$ cat src/rtl/pipeline_pkg.sv
// Shared definitions for the MEM-stage load/store engine: funct3 width
// codes (RISC-V encoding) and the access FSM state encoding.
package pipeline_pkg;

  localparam logic [2:0] F3_B  = 3'b000;
  localparam logic [2:0] F3_H  = 3'b001;
  localparam logic [2:0] F3_W  = 3'b010;
  localparam logic [2:0] F3_BU = 3'b100;
  localparam logic [2:0] F3_HU = 3'b101;

  typedef enum logic [1:0] {
    ST_IDLE   = 2'd0,
    ST_ACCESS = 2'd1,
    ST_MERGE  = 2'd2,
    ST_RESP   = 2'd3
  } state_e;

  // Halfword access (signed or unsigned) needs 2-byte alignment.
  function automatic logic f3_is_half(input logic [2:0] f3);
    return (f3 == F3_H) || (f3 == F3_HU);
  endfunction

endpackage

$ cat src/rtl/mem_access_unit_if.sv
// Request/response handshake plus the data-memory bus of the load/store
// engine. The unit takes the slave view; the requester/memory side takes
// the master view.
interface mem_access_unit_if;

  logic        i_req_valid;
  logic        o_req_ready;
  logic        i_req_write;
  logic [2:0]  i_req_funct3;
  logic [31:0] i_req_addr;
  logic [31:0] i_req_wdata;
  logic        o_rsp_valid;
  logic        i_rsp_ready;
  logic [31:0] o_rsp_data;
  logic        o_rsp_err;
  logic [31:0] o_mem_addr;
  logic        o_mem_write;
  logic [31:0] o_mem_data;
  logic [31:0] i_mem_data;

  modport slave (
    input  i_req_valid, i_req_write, i_req_funct3, i_req_addr, i_req_wdata,
    input  i_rsp_ready, i_mem_data,
    output o_req_ready, o_rsp_valid, o_rsp_data, o_rsp_err,
    output o_mem_addr, o_mem_write, o_mem_data
  );

  modport master (
    output i_req_valid, i_req_write, i_req_funct3, i_req_addr, i_req_wdata,
    output i_rsp_ready, i_mem_data,
    input  o_req_ready, o_rsp_valid, o_rsp_data, o_rsp_err,
    input  o_mem_addr, o_mem_write, o_mem_data
  );

endinterface

$ cat src/rtl/mem_lane_format.sv
// Combinational lane handling: extracts and extends the addressed byte or
// halfword of a read word, and splices store data into a previously read
// word for sub-word stores.
module mem_lane_format
  import pipeline_pkg::*;
(
  input  logic [2:0]  funct3,
  input  logic [1:0]  byte_off,
  input  logic [31:0] rd_word,
  input  logic [31:0] merge_word,
  input  logic [31:0] st_data,
  output logic [31:0] ld_data,
  output logic [31:0] st_word
);

  logic        [7:0]  lane_b;
  logic        [15:0] lane_h;
  logic signed [7:0]  lane_b_s;
  logic signed [15:0] lane_h_s;

  // Load path: select the lane, then sign- or zero-extend by funct3.
  always_comb begin
    case (byte_off)
      2'd0:    lane_b = rd_word[7:0];
      2'd1:    lane_b = rd_word[15:8];
      2'd2:    lane_b = rd_word[23:16];
      default: lane_b = rd_word[31:24];
    endcase
    lane_h   = byte_off[1] ? rd_word[31:16] : rd_word[15:0];
    lane_b_s = $signed(lane_b);
    lane_h_s = $signed(lane_h);
    case (funct3)
      F3_B:    ld_data = 32'(lane_b_s);
      F3_H:    ld_data = 32'(lane_h_s);
      F3_BU:   ld_data = {24'h0, lane_b};
      F3_HU:   ld_data = {16'h0, lane_h};
      default: ld_data = rd_word;
    endcase
  end

  // Store path: replace only the addressed lane(s) of the read-back word.
  always_comb begin
    st_word = merge_word;
    case (funct3[1:0])
      2'b00: begin
        case (byte_off)
          2'd0:    st_word[7:0]   = st_data[7:0];
          2'd1:    st_word[15:8]  = st_data[7:0];
          2'd2:    st_word[23:16] = st_data[7:0];
          default: st_word[31:24] = st_data[7:0];
        endcase
      end
      2'b01: begin
        if (byte_off[1]) st_word[31:16] = st_data[15:0];
        else             st_word[15:0]  = st_data[15:0];
      end
      default: st_word = st_data;
    endcase
  end

endmodule

$ cat src/rtl/mem_access_unit.sv
// MEM-stage load/store engine. One request at a time: accept and check in
// IDLE, touch memory in ACCESS (and MERGE for read-modify-write sub-word
// stores), then hold the response in RESP until it is consumed. The memory
// write strobe is decoded from state so an asynchronous reset drops it
// immediately; a sub-word store only writes in MERGE, so aborting earlier
// leaves memory untouched.
module mem_access_unit
  import pipeline_pkg::*;
#(
  parameter int MEM_BYTES = 128
) (
  input  logic             i_clk,
  input  logic             i_rst_n,
  input  logic             i_clk_enable,
  mem_access_unit_if.slave bus
);

  state_e      state_q, state_d;
  logic        write_q, write_d;
  logic [2:0]  funct3_q, funct3_d;
  logic [31:0] addr_q, addr_d;
  logic [31:0] wdata_q, wdata_d;
  logic [31:0] merge_q, merge_d;
  logic [31:0] rsp_data_q, rsp_data_d;
  logic        rsp_err_q, rsp_err_d;

  logic        req_misalign;
  logic        req_illegal;
  logic        req_range;
  logic        req_err;
  logic        word_store;
  logic        mem_write;
  logic [31:0] ld_data;
  logic [31:0] st_word;

  mem_lane_format u_lane (
    .funct3     (funct3_q),
    .byte_off   (addr_q[1:0]),
    .rd_word    (bus.i_mem_data),
    .merge_word (merge_q),
    .st_data    (wdata_q),
    .ld_data    (ld_data),
    .st_word    (st_word)
  );

  // Legality of the incoming request, evaluated on the raw request fields.
  always_comb begin
    req_misalign = (f3_is_half(bus.i_req_funct3) && bus.i_req_addr[0]) ||
                   ((bus.i_req_funct3 == F3_W) && (bus.i_req_addr[1:0] != 2'b00));
    if (bus.i_req_write)
      req_illegal = !((bus.i_req_funct3 == F3_B) || (bus.i_req_funct3 == F3_H) ||
                      (bus.i_req_funct3 == F3_W));
    else
      req_illegal = (bus.i_req_funct3 == 3'b011) || (bus.i_req_funct3 == 3'b110) ||
                    (bus.i_req_funct3 == 3'b111);
    req_range = {bus.i_req_addr[31:2], 2'b00} > 32'(MEM_BYTES - 4);
    req_err   = req_misalign || req_illegal || req_range;
  end

  // Next state and next values of the request latch and response registers.
  always_comb begin
    state_d    = state_q;
    write_d    = write_q;
    funct3_d   = funct3_q;
    addr_d     = addr_q;
    wdata_d    = wdata_q;
    merge_d    = merge_q;
    rsp_data_d = rsp_data_q;
    rsp_err_d  = rsp_err_q;
    case (state_q)
      ST_IDLE: begin
        if (bus.i_req_valid) begin
          write_d    = bus.i_req_write;
          funct3_d   = bus.i_req_funct3;
          addr_d     = bus.i_req_addr;
          wdata_d    = bus.i_req_wdata;
          rsp_data_d = 32'h0;
          rsp_err_d  = req_err;
          state_d    = req_err ? ST_RESP : ST_ACCESS;
        end
      end
      ST_ACCESS: begin
        if (!write_q) begin
          rsp_data_d = ld_data;
          state_d    = ST_RESP;
        end else if (funct3_q == F3_W) begin
          state_d = ST_RESP;
        end else begin
          merge_d = bus.i_mem_data;
          state_d = ST_MERGE;
        end
      end
      ST_MERGE: state_d = ST_RESP;
      ST_RESP: begin
        if (bus.i_rsp_ready) state_d = ST_IDLE;
      end
      default: state_d = ST_IDLE;
    endcase
  end

  // State registers; everything holds while the clock enable is low.
  always_ff @(posedge i_clk or negedge i_rst_n) begin
    if (!i_rst_n) begin
      state_q    <= ST_IDLE;
      write_q    <= 1'b0;
      funct3_q   <= 3'b000;
      addr_q     <= 32'h0;
      wdata_q    <= 32'h0;
      merge_q    <= 32'h0;
      rsp_data_q <= 32'h0;
      rsp_err_q  <= 1'b0;
    end else if (i_clk_enable) begin
      state_q    <= state_d;
      write_q    <= write_d;
      funct3_q   <= funct3_d;
      addr_q     <= addr_d;
      wdata_q    <= wdata_d;
      merge_q    <= merge_d;
      rsp_data_q <= rsp_data_d;
      rsp_err_q  <= rsp_err_d;
    end
  end

  // Handshake and memory-bus outputs decoded from state and latched fields.
  always_comb begin
    word_store      = write_q && (funct3_q == F3_W);
    mem_write       = (state_q == ST_MERGE) || ((state_q == ST_ACCESS) && word_store);
    bus.o_req_ready = (state_q == ST_IDLE);
    bus.o_rsp_valid = (state_q == ST_RESP);
    bus.o_rsp_data  = rsp_data_q;
    bus.o_rsp_err   = rsp_err_q;
    bus.o_mem_addr  = {addr_q[31:2], 2'b00};
    bus.o_mem_write = mem_write;
    bus.o_mem_data  = mem_write ? ((state_q == ST_MERGE) ? st_word : wdata_q) : 32'h0;
  end

endmodule

$ cat src/flat_wrapper.sv
// flat-port wrapper written by rule: the top's interface ports become plain ports
module mem_access_unit_flat import pipeline_pkg::*;
#(
  parameter int MEM_BYTES = 128
)
  (i_clk, i_rst_n, i_clk_enable, bus_i_req_valid, bus_i_req_write, bus_i_req_funct3, bus_i_req_addr, bus_i_req_wdata, bus_i_rsp_ready, bus_i_mem_data, bus_o_req_ready, bus_o_rsp_valid, bus_o_rsp_data, bus_o_rsp_err, bus_o_mem_addr, bus_o_mem_write, bus_o_mem_data);
  mem_access_unit_if bus_i ();
  input  logic i_clk;
  input  logic i_rst_n;
  input  logic i_clk_enable;
  input wire logic [$bits(bus_i.i_req_valid)-1:0] bus_i_req_valid;
  input wire logic [$bits(bus_i.i_req_write)-1:0] bus_i_req_write;
  input wire logic [$bits(bus_i.i_req_funct3)-1:0] bus_i_req_funct3;
  input wire logic [$bits(bus_i.i_req_addr)-1:0] bus_i_req_addr;
  input wire logic [$bits(bus_i.i_req_wdata)-1:0] bus_i_req_wdata;
  input wire logic [$bits(bus_i.i_rsp_ready)-1:0] bus_i_rsp_ready;
  input wire logic [$bits(bus_i.i_mem_data)-1:0] bus_i_mem_data;
  output wire logic [$bits(bus_i.o_req_ready)-1:0] bus_o_req_ready;
  output wire logic [$bits(bus_i.o_rsp_valid)-1:0] bus_o_rsp_valid;
  output wire logic [$bits(bus_i.o_rsp_data)-1:0] bus_o_rsp_data;
  output wire logic [$bits(bus_i.o_rsp_err)-1:0] bus_o_rsp_err;
  output wire logic [$bits(bus_i.o_mem_addr)-1:0] bus_o_mem_addr;
  output wire logic [$bits(bus_i.o_mem_write)-1:0] bus_o_mem_write;
  output wire logic [$bits(bus_i.o_mem_data)-1:0] bus_o_mem_data;
  assign bus_i.i_req_valid = bus_i_req_valid;
  assign bus_i.i_req_write = bus_i_req_write;
  assign bus_i.i_req_funct3 = bus_i_req_funct3;
  assign bus_i.i_req_addr = bus_i_req_addr;
  assign bus_i.i_req_wdata = bus_i_req_wdata;
  assign bus_i.i_rsp_ready = bus_i_rsp_ready;
  assign bus_i.i_mem_data = bus_i_mem_data;
  assign bus_o_req_ready = bus_i.o_req_ready;
  assign bus_o_rsp_valid = bus_i.o_rsp_valid;
  assign bus_o_rsp_data = bus_i.o_rsp_data;
  assign bus_o_rsp_err = bus_i.o_rsp_err;
  assign bus_o_mem_addr = bus_i.o_mem_addr;
  assign bus_o_mem_write = bus_i.o_mem_write;
  assign bus_o_mem_data = bus_i.o_mem_data;
  mem_access_unit #(.MEM_BYTES(MEM_BYTES)) u_core (.i_clk(i_clk), .i_rst_n(i_rst_n), .i_clk_enable(i_clk_enable), .bus(bus_i));
endmodule
$ cat config.mk
export PLATFORM = sky130hd
export DESIGN_NAME = mem_access_unit_flat
export DESIGN_NICKNAME = d
export VERILOG_FILES = /design/src/rtl/pipeline_pkg.sv /design/src/rtl/mem_access_unit_if.sv /design/src/rtl/mem_lane_format.sv /design/src/rtl/mem_access_unit.sv /design/src/flat_wrapper.sv
export SDC_FILE = /design/constraint.sdc
export NUM_CORES = 1
export LEC_CHECK = 0
export BUFFER_PORTS_ARGS = -buffer_cell sky130_fd_sc_hd__buf_2
export CORE_UTILIZATION = 47
export DETAILED_ROUTE_END_ITERATION = 16
export HOLD_SLACK_MARGIN = 0.03
export PLACE_DENSITY = 0.75
export SETUP_SLACK_MARGIN = 0.2
export SYNTH_ARGS = -nofsm -noshare
export SYNTH_HDL_FRONTEND = slang
export SYNTH_SLANG_ARGS = --single-unit
$ cat constraint.sdc
create_clock -name i_clk -period 1.9 [get_ports i_clk]
set_input_delay 0.095 -clock i_clk [delete_from_list [all_inputs] [get_ports i_clk]]
set_output_delay 0.095 -clock i_clk [all_outputs]
set_load 0.02 [all_outputs]
==> flow_summary.json, run 1 <==
{
  "status": "complete, but fails checks",
  "violations": "setup timing",
  "numClockSinks": 135,
  "synthTopCellsByArea": "dfrtp_1 (50%), mux2_2 (16%), buf_4 (3.6%)",
  "synth_edf_count": 0,
  "synth-main-ff-cell": "dfrtp_1",
  "final-setup-viol-count": 165,
  "reg2reg_depth": 11,
  "ys_seq_elements": 135,
  "crit_top_cell": "buf_4",
  "antenna_left": 0,
  "crit_fanout": 8,
  "maxCapViolCount": 0,
  "die_x_um": 122,
  "slew_viol_final": 0,
  "initial_utilization": 0.485,
  "cpPeakStageDelay_ns": 0.45,
  "synth_largest_area_cell": "dfrtp_1",
  "dp_slack_ns": -0.00420,
  "crit_path_top_delay_cell": "dfrtp_1",
  "cp-end-kind": "flip-flop",
  "rsz0062_at_grt": "true",
  "cts.htree.levels": 4,
  "relSlewSlack": 0.556,
  "grt_max_degree": 54,
  "cts_tree": "done",
  "pwr-share-clk": 0.167,
  "first_global_vias": 6637,
  "grt-ovfl-total": 0,
  "syn_inst": 567,
  "vdd_drop_max_v": 0.00101,
  "numPortBuffers": 202,
  "tightest_slew_ns": 0.649,
  "insertion_delay_ns": 0.43,
  "crit-reg2reg-launch": "u_core.state_q[0]",
  "p_sw_frac": 0.423,
  "grt_antenna_before_repair": 2,
  "clk_pin_slew_ns": 0.07,
  "crit_type": "flip-flop to flip-flop",
  "synth.distinct_cells": 46,
  "min_path_type": "input pin to flip-flop",
  "startpoint_type": "flip-flop",
  "place.gp.congestion": 0.858,
  "vias": 7327,
  "syn_area_mm2": 0.00676,
  "p_int_mw": 12.1,
  "yosys_warnings": 0,
  "die_h_um": 122,
  "grtUsageTotal": 0.337,
  "core_area_mm2": 0.0139,
  "hold_depth": 2,
  "drt-initial-drc-count": 868,
  "p_per_area_mw_per_mm2": 1790,
  "cp.required_ns": 2.26,
  "grt_pass1_wl_um": 37200,
  "yosysSeqAreaShare": 0.500,
  "die_area_mm2": 0.0149,
  "reg2reg_slack_ns": -0.45,
  "synthTopCellsByCount": "dfrtp_1 (135), mux2_2 (97), buf_4 (32)",
  "final_area_mm2": 0.0117,
  "synthArstFlopShare": 1.00,
  "hpwl_um": 13800,
  "min_period_ns": 2.35,
  "cts_buffers": 17,
  "worstHoldStart": "bus_i_mem_data[23]",
  "pwr-share-seq": 0.279,
  "hold_viol": 0,
  "switchingPower_mw": 8.85,
  "holdWs_ns": 0.0778,
  "wl_um": 32400,
  "cts_root_buf": "clkbuf_16",
  "layout_setup_ws_ns": -0.454,
  "cts.path.max_buffers": 2,
  "period_share": 1.24,
  "place_area_mm2": 0.00812,
  "num-fill-cells": 604,
  "pin_count": 205,
  "num-nets-final": 1017,
  "total_leakage_power_nw": 5.54,
  "num_rows": 43,
  "syn_to_final_growth_pct": 73.0,
  "drc": 0,
  "holdPathEnd": "u_core.bus.o_rsp_data[23]",
  "skew_ns": 0.0138,
  "syn_avg_cell_area_um2": 11.9,
  "first_pass_iters": 6,
  "drive_above_1_share": 0.565,
  "routedWlPerCell_um": 29.3,
  "fmax_mhz": 425,
  "yosysMostFrequentCell": "dfrtp_1",
  "synth_top_area_frac": 0.500,
  "crit_chain": "inv_2 -> buf_4 -> buf_6 -> ha_4 -> nand2b_4 -> nand4b_1 -> buf_4 -> a2111oi_4 -> buf_4 -> buf_12 -> a221o_1",
  "arrival_ns": 2.71,
  "multi_input_area_mm2": 0.00393,
  "r2r-end": "u_core.bus.o_rsp_data[17]",
  "viasPerCell": 6.64,
  "power.combinational.fraction": 0.553,
  "ff_latch_area_mm2": 0.00338
}
[logic make-up after synthesis]
logic type	share of synthesized area
AO/OA/AOI/OAI	0.165
adder cells (fa/ha/maj)	0.00740
buffers and inverters	0.0696
flip-flops	0.500
multiplexers	0.196
other	0.000555
AND/OR/NAND/NOR	0.0616
[per-stage QoR]
stage | power [mW] | TNS (ns) | std cells | util
floorplan | 10.4 | 0 | 568 | -
global route | 21.4 | -48.68 | 1103 | 0.839
global placement | 12.1 | 0 | 909 | 0.583
detailed placement | 12.4 | -0.00420 | 909 | 0.583
CTS | 17.9 | -8.69 | 1069 | 0.769
finish | 20.9 | -45.48 | 1103 | 0.839
[how the worst max path moves through the flow]
stage,startpoint,end,depth (start not counted)
final,u_core.state_q[0],u_core.bus.o_rsp_data[17],11
after global routing,u_core.state_q[1],bus_o_mem_data[7],10
after CTS,u_core.state_q[1],bus_o_mem_data[15],9
after detailed placement,u_core.state_q[1],bus_o_mem_data[30],8
after global placement,u_core.funct3_q[0],u_core.bus.o_rsp_data[30],6
after floorplan,u_core.state_q[1],u_core.bus.o_rsp_data[16],7
[cell usage in the layout, fill, tap and decap left out, drive strengths merged, types with 21 or more instances in the layout]
| master | n |
|---|---|
| a221o | 22 |
| dfrtp | 135 |
| buf | 279 |
| mux2i | 21 |
| mux2 | 97 |
| nor2 | 26 |
| clkbuf | 36 |
| nand2 | 29 |
| dlygate4sd3 | 100 |
[final cells by class]
| type | instances | share of cell area |
|---|---|---|
| Clock inverter | 8 | 0.0103 |
| Multi-Input combinational cell | 352 | 0.336 |
| Timing Repair Buffer | 392 | 0.300 |
| Tap cell | 180 | 0.0193 |
| Inverter | 10 | 0.00374 |
| Antenna cell | 2 | 0.000428 |
| Sequential cell | 135 | 0.289 |
| Clock buffer | 24 | 0.0412 |
[power groups by stage]
stage / clock (mW) / combinational [mW] / sequential, mW
after floorplan: 0 / 5.24 / 5.18
after global placement: 0 / 6.87 / 5.24
after detailed placement: 0 / 7.04 / 5.32
after CTS: 3.40 / 9.17 / 5.34
after global routing: 3.63 / 11.9 / 5.85
final: 3.50 / 11.6 / 5.84
[critical path: cells and delay by family, from the launching register on]
kind                       cells  cell delay (ns)
AOI/OAI and AO/OA              2             0.36
adders and majority gates      1             0.17
buffers and inverters          6             0.96
DFF                            1             0.45
and+or+nand+nor                2             0.32
[routing by layer]
| metal | part of all wire | track usage |
|---|---|---|
| met2 | 0.48 | 0.558 |
| met4 | 0.076 | 0.161 |
| met5 | 0 | 0 |
| met3 | 0.099 | 0.0726 |
| met1 | 0.35 | 0.418 |
[registers in the layout (all words and copies together), names as in the netlist]
| register | count |
|---|---|
| u_core.bus.o_rsp_err | 1 |
| u_core.bus.o_rsp_data | 32 |
| u_core.write_q | 1 |
| u_core.funct3_q | 3 |
| u_core.merge_q | 32 |
| u_core.addr_q | 32 |
| u_core.state_q | 2 |
| u_core.wdata_q | 32 |
[timing repair]
| action | 4_1_cts | 5_1_grt |
|---|---|---|
| pin swaps | 15 | 14 |
| endpoints found under the hold margin | 172 | 0 |
| setup endpoints to repair | 91 | 169 |
| buffers inserted | 20 | 18 |
| gates resized for setup | 160 | 117 |
| hold buffers | 100 | 0 |
| cloned | 8 | 14 |
(Power assumes the default switching activity.)
==> run 2, diff against run 1 <==
--- a/config.mk
+++ b/config.mk
@@ -9,8 +9,9 @@
 export CORE_UTILIZATION = 47
 export DETAILED_ROUTE_END_ITERATION = 16
 export HOLD_SLACK_MARGIN = 0.03
-export PLACE_DENSITY = 0.75
+export PLACE_DENSITY = 0.74
 export SETUP_SLACK_MARGIN = 0.2
 export SYNTH_ARGS = -nofsm -noshare
 export SYNTH_HDL_FRONTEND = slang
+export SYNTH_HIERARCHICAL = 1
 export SYNTH_SLANG_ARGS = --single-unit
==> constraint.sdc (replaced) <==
create_clock -name i_clk -period 1.95 [get_ports i_clk]
set_input_delay 0.0975 -clock i_clk [delete_from_list [all_inputs] [get_ports i_clk]]
set_output_delay 0.0975 -clock i_clk [all_outputs]
set_load 0.02 [all_outputs]
==> run 2 against run 1 <==
  * The run still ends with setup timing left
  * Final cell count is 11% higher
  * Clock skew shrank 0.0048 ns
  * Critical path depth is 3 lower
  * Critical endpoint is now bus_o_mem_data[9]
==> flow_summary.json, run 2 <==
{
  "core_area_mm2": 0.0153,
  "yosysSeqAreaShare": 0.458,
  "die_h_um": 127,
  "layout_setup_ws_ns": -0.412,
  "routedWlPerCell_um": 24.4,
  "clk_pin_slew_ns": 0.06,
  "cts.htree.levels": 4,
  "synthSimpleGateAreaFrac": 0.0923,
  "vdd_drop_max_v": 0.00110,
  "synthArstFlopShare": 1.00,
  "reg2reg_depth": 9,
  "synthMuxAreaShare": 0.238,
  "syn_to_final_growth_pct": 61.6,
  "synth_largest_area_cell": "dfrtp_1",
  "drc": 0,
  "crit_fanout": 7,
  "cts_tree": "done",
  "num-nets-final": 1112,
  "p_sw_frac": 0.423,
  "drt-initial-drc-count": 723,
  "reg2reg_slack_ns": -0.21,
  "syn_avg_cell_area_um2": 11.1,
  "total_leakage_power_nw": 5.71,
  "pin_count": 205,
  "grt-ovfl-total": 0,
  "relSlewSlack": 0.644,
  "syn_inst": 664,
  "cts.path.max_buffers": 2,
  "yosysMostFrequentCell": "dfrtp_1",
  "cp.required_ns": 1.85,
  "num_rows": 45,
  "antenna_cells": 0,
  "antenna_left": 0,
  "p_int_mw": 12.6,
  "synth.distinct_cells": 42,
  "die_x_um": 127,
  "arrival_ns": 2.26,
  "synthTopCellsByArea": "dfrtp_1 (46%), mux2_2 (17%), mux2i_1 (5.4%)",
  "min_period_ns": 2.36,
  "status": "complete, but fails checks",
  "cts_root_buf": "clkbuf_16",
  "cts_buffers": 17,
  "period_share": 1.21,
  "yosys_warnings": 6,
  "r2r-end": "u_core/bus.o_rsp_data[13]",
  "num-fill-cells": 793,
  "worstHoldStart": "bus_i_req_valid",
  "first_global_vias": 6916,
  "ys_seq_elements": 135,
  "fmax_mhz": 423,
  "maxCapViolCount": 0,
  "place.gp.congestion": 0.846,
  "hold_viol": 0,
  "multi_input_area_mm2": 0.00427,
  "switchingPower_mw": 9.22,
  "synthTopCellsByCount": "dfrtp_1 (135), mux2_2 (113), nand2_1 (58)",
  "synth-compound-area-share": 0.132,
  "wl_um": 30000,
  "rsz0062_at_grt": "true",
  "violations": "setup timing",
  "hpwl_um": 14300,
  "syn_area_mm2": 0.00737,
  "final-setup-viol-count": 57,
  "synthXorXnorAreaFrac": 0,
  "p_per_area_mw_per_mm2": 1830,
  "power.combinational.fraction": 0.597,
  "synthAdderAreaFrac": 0.00679,
  "crit_type": "flip-flop to primary output",
  "startpoint_type": "flip-flop",
  "pwr-share-seq": 0.256,
  "slew_viol_final": 0,
  "holdPathEnd": "u_core/addr_q[30]",
  "numPortBuffers": 202,
  "synth_top_family_by_area": "multiplexers",
  "grt_antenna_before_repair": 0,
  "vias": 7380,
  "drive_above_1_share": 0.522,
  "pwr-share-clk": 0.148,
  "synth_top_area_frac": 0.458,
  "crit-reg2reg-launch": "u_core/addr_q[0]",
  "layout_commonest_cell": "buf_2",
  "insertion_delay_ns": 0.43,
  "initial_utilization": 0.483,
  "ff_latch_area_mm2": 0.00338,
  "first_pass_iters": 5,
  "die_area_mm2": 0.0162,
  "min_path_type": "input pin to flip-flop",
  "grt_pass1_wl_um": 37500,
  "synth_edf_count": 0,
  "hold_depth": 3,
  "layout_common_cells": "buf_2 (173), dfrtp_1 (131), dlygate4sd3_1 (101)",
  "viasPerCell": 6.01,
  "tightest_slew_ns": 0.534,
  "grtUsageTotal": 0.308,
  "skew_ns": 0.00897,
  "cp-end-kind": "primary output",
  "grt_max_degree": 51,
  "numClockSinks": 135,
  "utilization": 0.781,
  "synth-main-ff-cell": "dfrtp_1",
  "fin_setup_tns_ns": -13.62
}
-- run 2: how the worst max path moves through the flow --
stage                           endpoint  cells past startpoint  slack (ns)                from
2_1_floorplan  u_core/bus.o_rsp_data[10]                      7        0.20   u_core/state_q[0]
3_3_place_gp           bus_o_mem_data[0]                      7        0.09    u_core/addr_q[0]
3_5_place_dp           bus_o_mem_data[9]                      7        0.08  u_core/funct3_q[0]
4_1_cts                bus_o_mem_data[9]                      8       -0.25  u_core/funct3_q[1]
5_1_grt                bus_o_mem_data[9]                      8       -0.42    u_core/addr_q[1]
6_report               bus_o_mem_data[9]                      8       -0.41    u_core/addr_q[1]
-- run 2: logic make-up (layout without fill, tap and decap cells) --
logic type | Yosys count | in the layout
muxes | 160 | 160
and+or+nand+nor | 142 | 144
AOI/OAI and AO/OA | 135 | 137
DFF | 135 | 135
buffers and inverters | 87 | 434
adders and majority gates | 4 | 4
other | 1 | 2
-- run 2: cell type report --
type / instances / area share
Timing Repair Buffer: 395 / 0.284
Tap cell: 211 / 0.0222
Clock buffer: 18 / 0.0360
Inverter: 7 / 0.00263
Clock inverter: 14 / 0.0127
Sequential cell: 135 / 0.284
Multi-Input combinational cell: 447 / 0.358
-- run 2: power by group through the flow --
stage                     Clock [mW]  Combinational [mW]  Sequential, mW
after global placement             0                8.07            5.23
final                           3.22                13.0            5.58
after CTS                       3.20                10.2            5.25
after floorplan                    0                6.17            5.11
after detailed placement           0                8.21            5.26
after global routing            3.35                13.5            5.64
-- run 2: critical path, cell delays in order, from the launching register on --
cell     delay (ns)
dfrtp_2        0.46
buf_6          0.15
nor4b_4        0.32
buf_4          0.21
a22o_1         0.16
a21o_1         0.11
mux2i_1        0.08
nor2_1         0.18
buf_4          0.17
-- run 2: routing by layer --
metal	track usage	routed length, um	share of wire	vias up
li1	-	-	-	3028
met1	0.365	11000	0.37	3637
met2	0.514	14300	0.48	554
met3	0.0858	2750	0.092	161
met4	0.158	1840	0.061	0
met5	0	0	0	-
-- run 2: metrics by stage --
stage / setup WS [ns] / cells / total power, mW / hold slack [ns] / instance area [um2]
4_1_cts: -0.248 / 1194 / 18.6 / 0.0977 / 10800
2_1_floorplan: 0.205 / 665 / 11.3 / -0.198 / 7370
3_5_place_dp: 0.0754 / 1029 / 13.5 / 0.0388 / 8520
5_1_grt: -0.419 / 1227 / 22.5 / 0.141 / 11900
6_report: -0.412 / 1227 / 21.8 / 0.131 / 11900
3_3_place_gp: 0.0904 / 1029 / 13.3 / 0.0381 / 8520
-- run 2: repair_timing --
| action | CTS | global route |
|---|---|---|
| gates resized for setup | 110 | 160 |
| hold buffers | 101 | 0 |
| setup buffers | 25 | 19 |
| pin swaps | 14 | 41 |
| endpoints found under the setup margin | 89 | 155 |
| gates cloned | 7 | 14 |
| endpoints found under the hold margin | 237 | 0 |
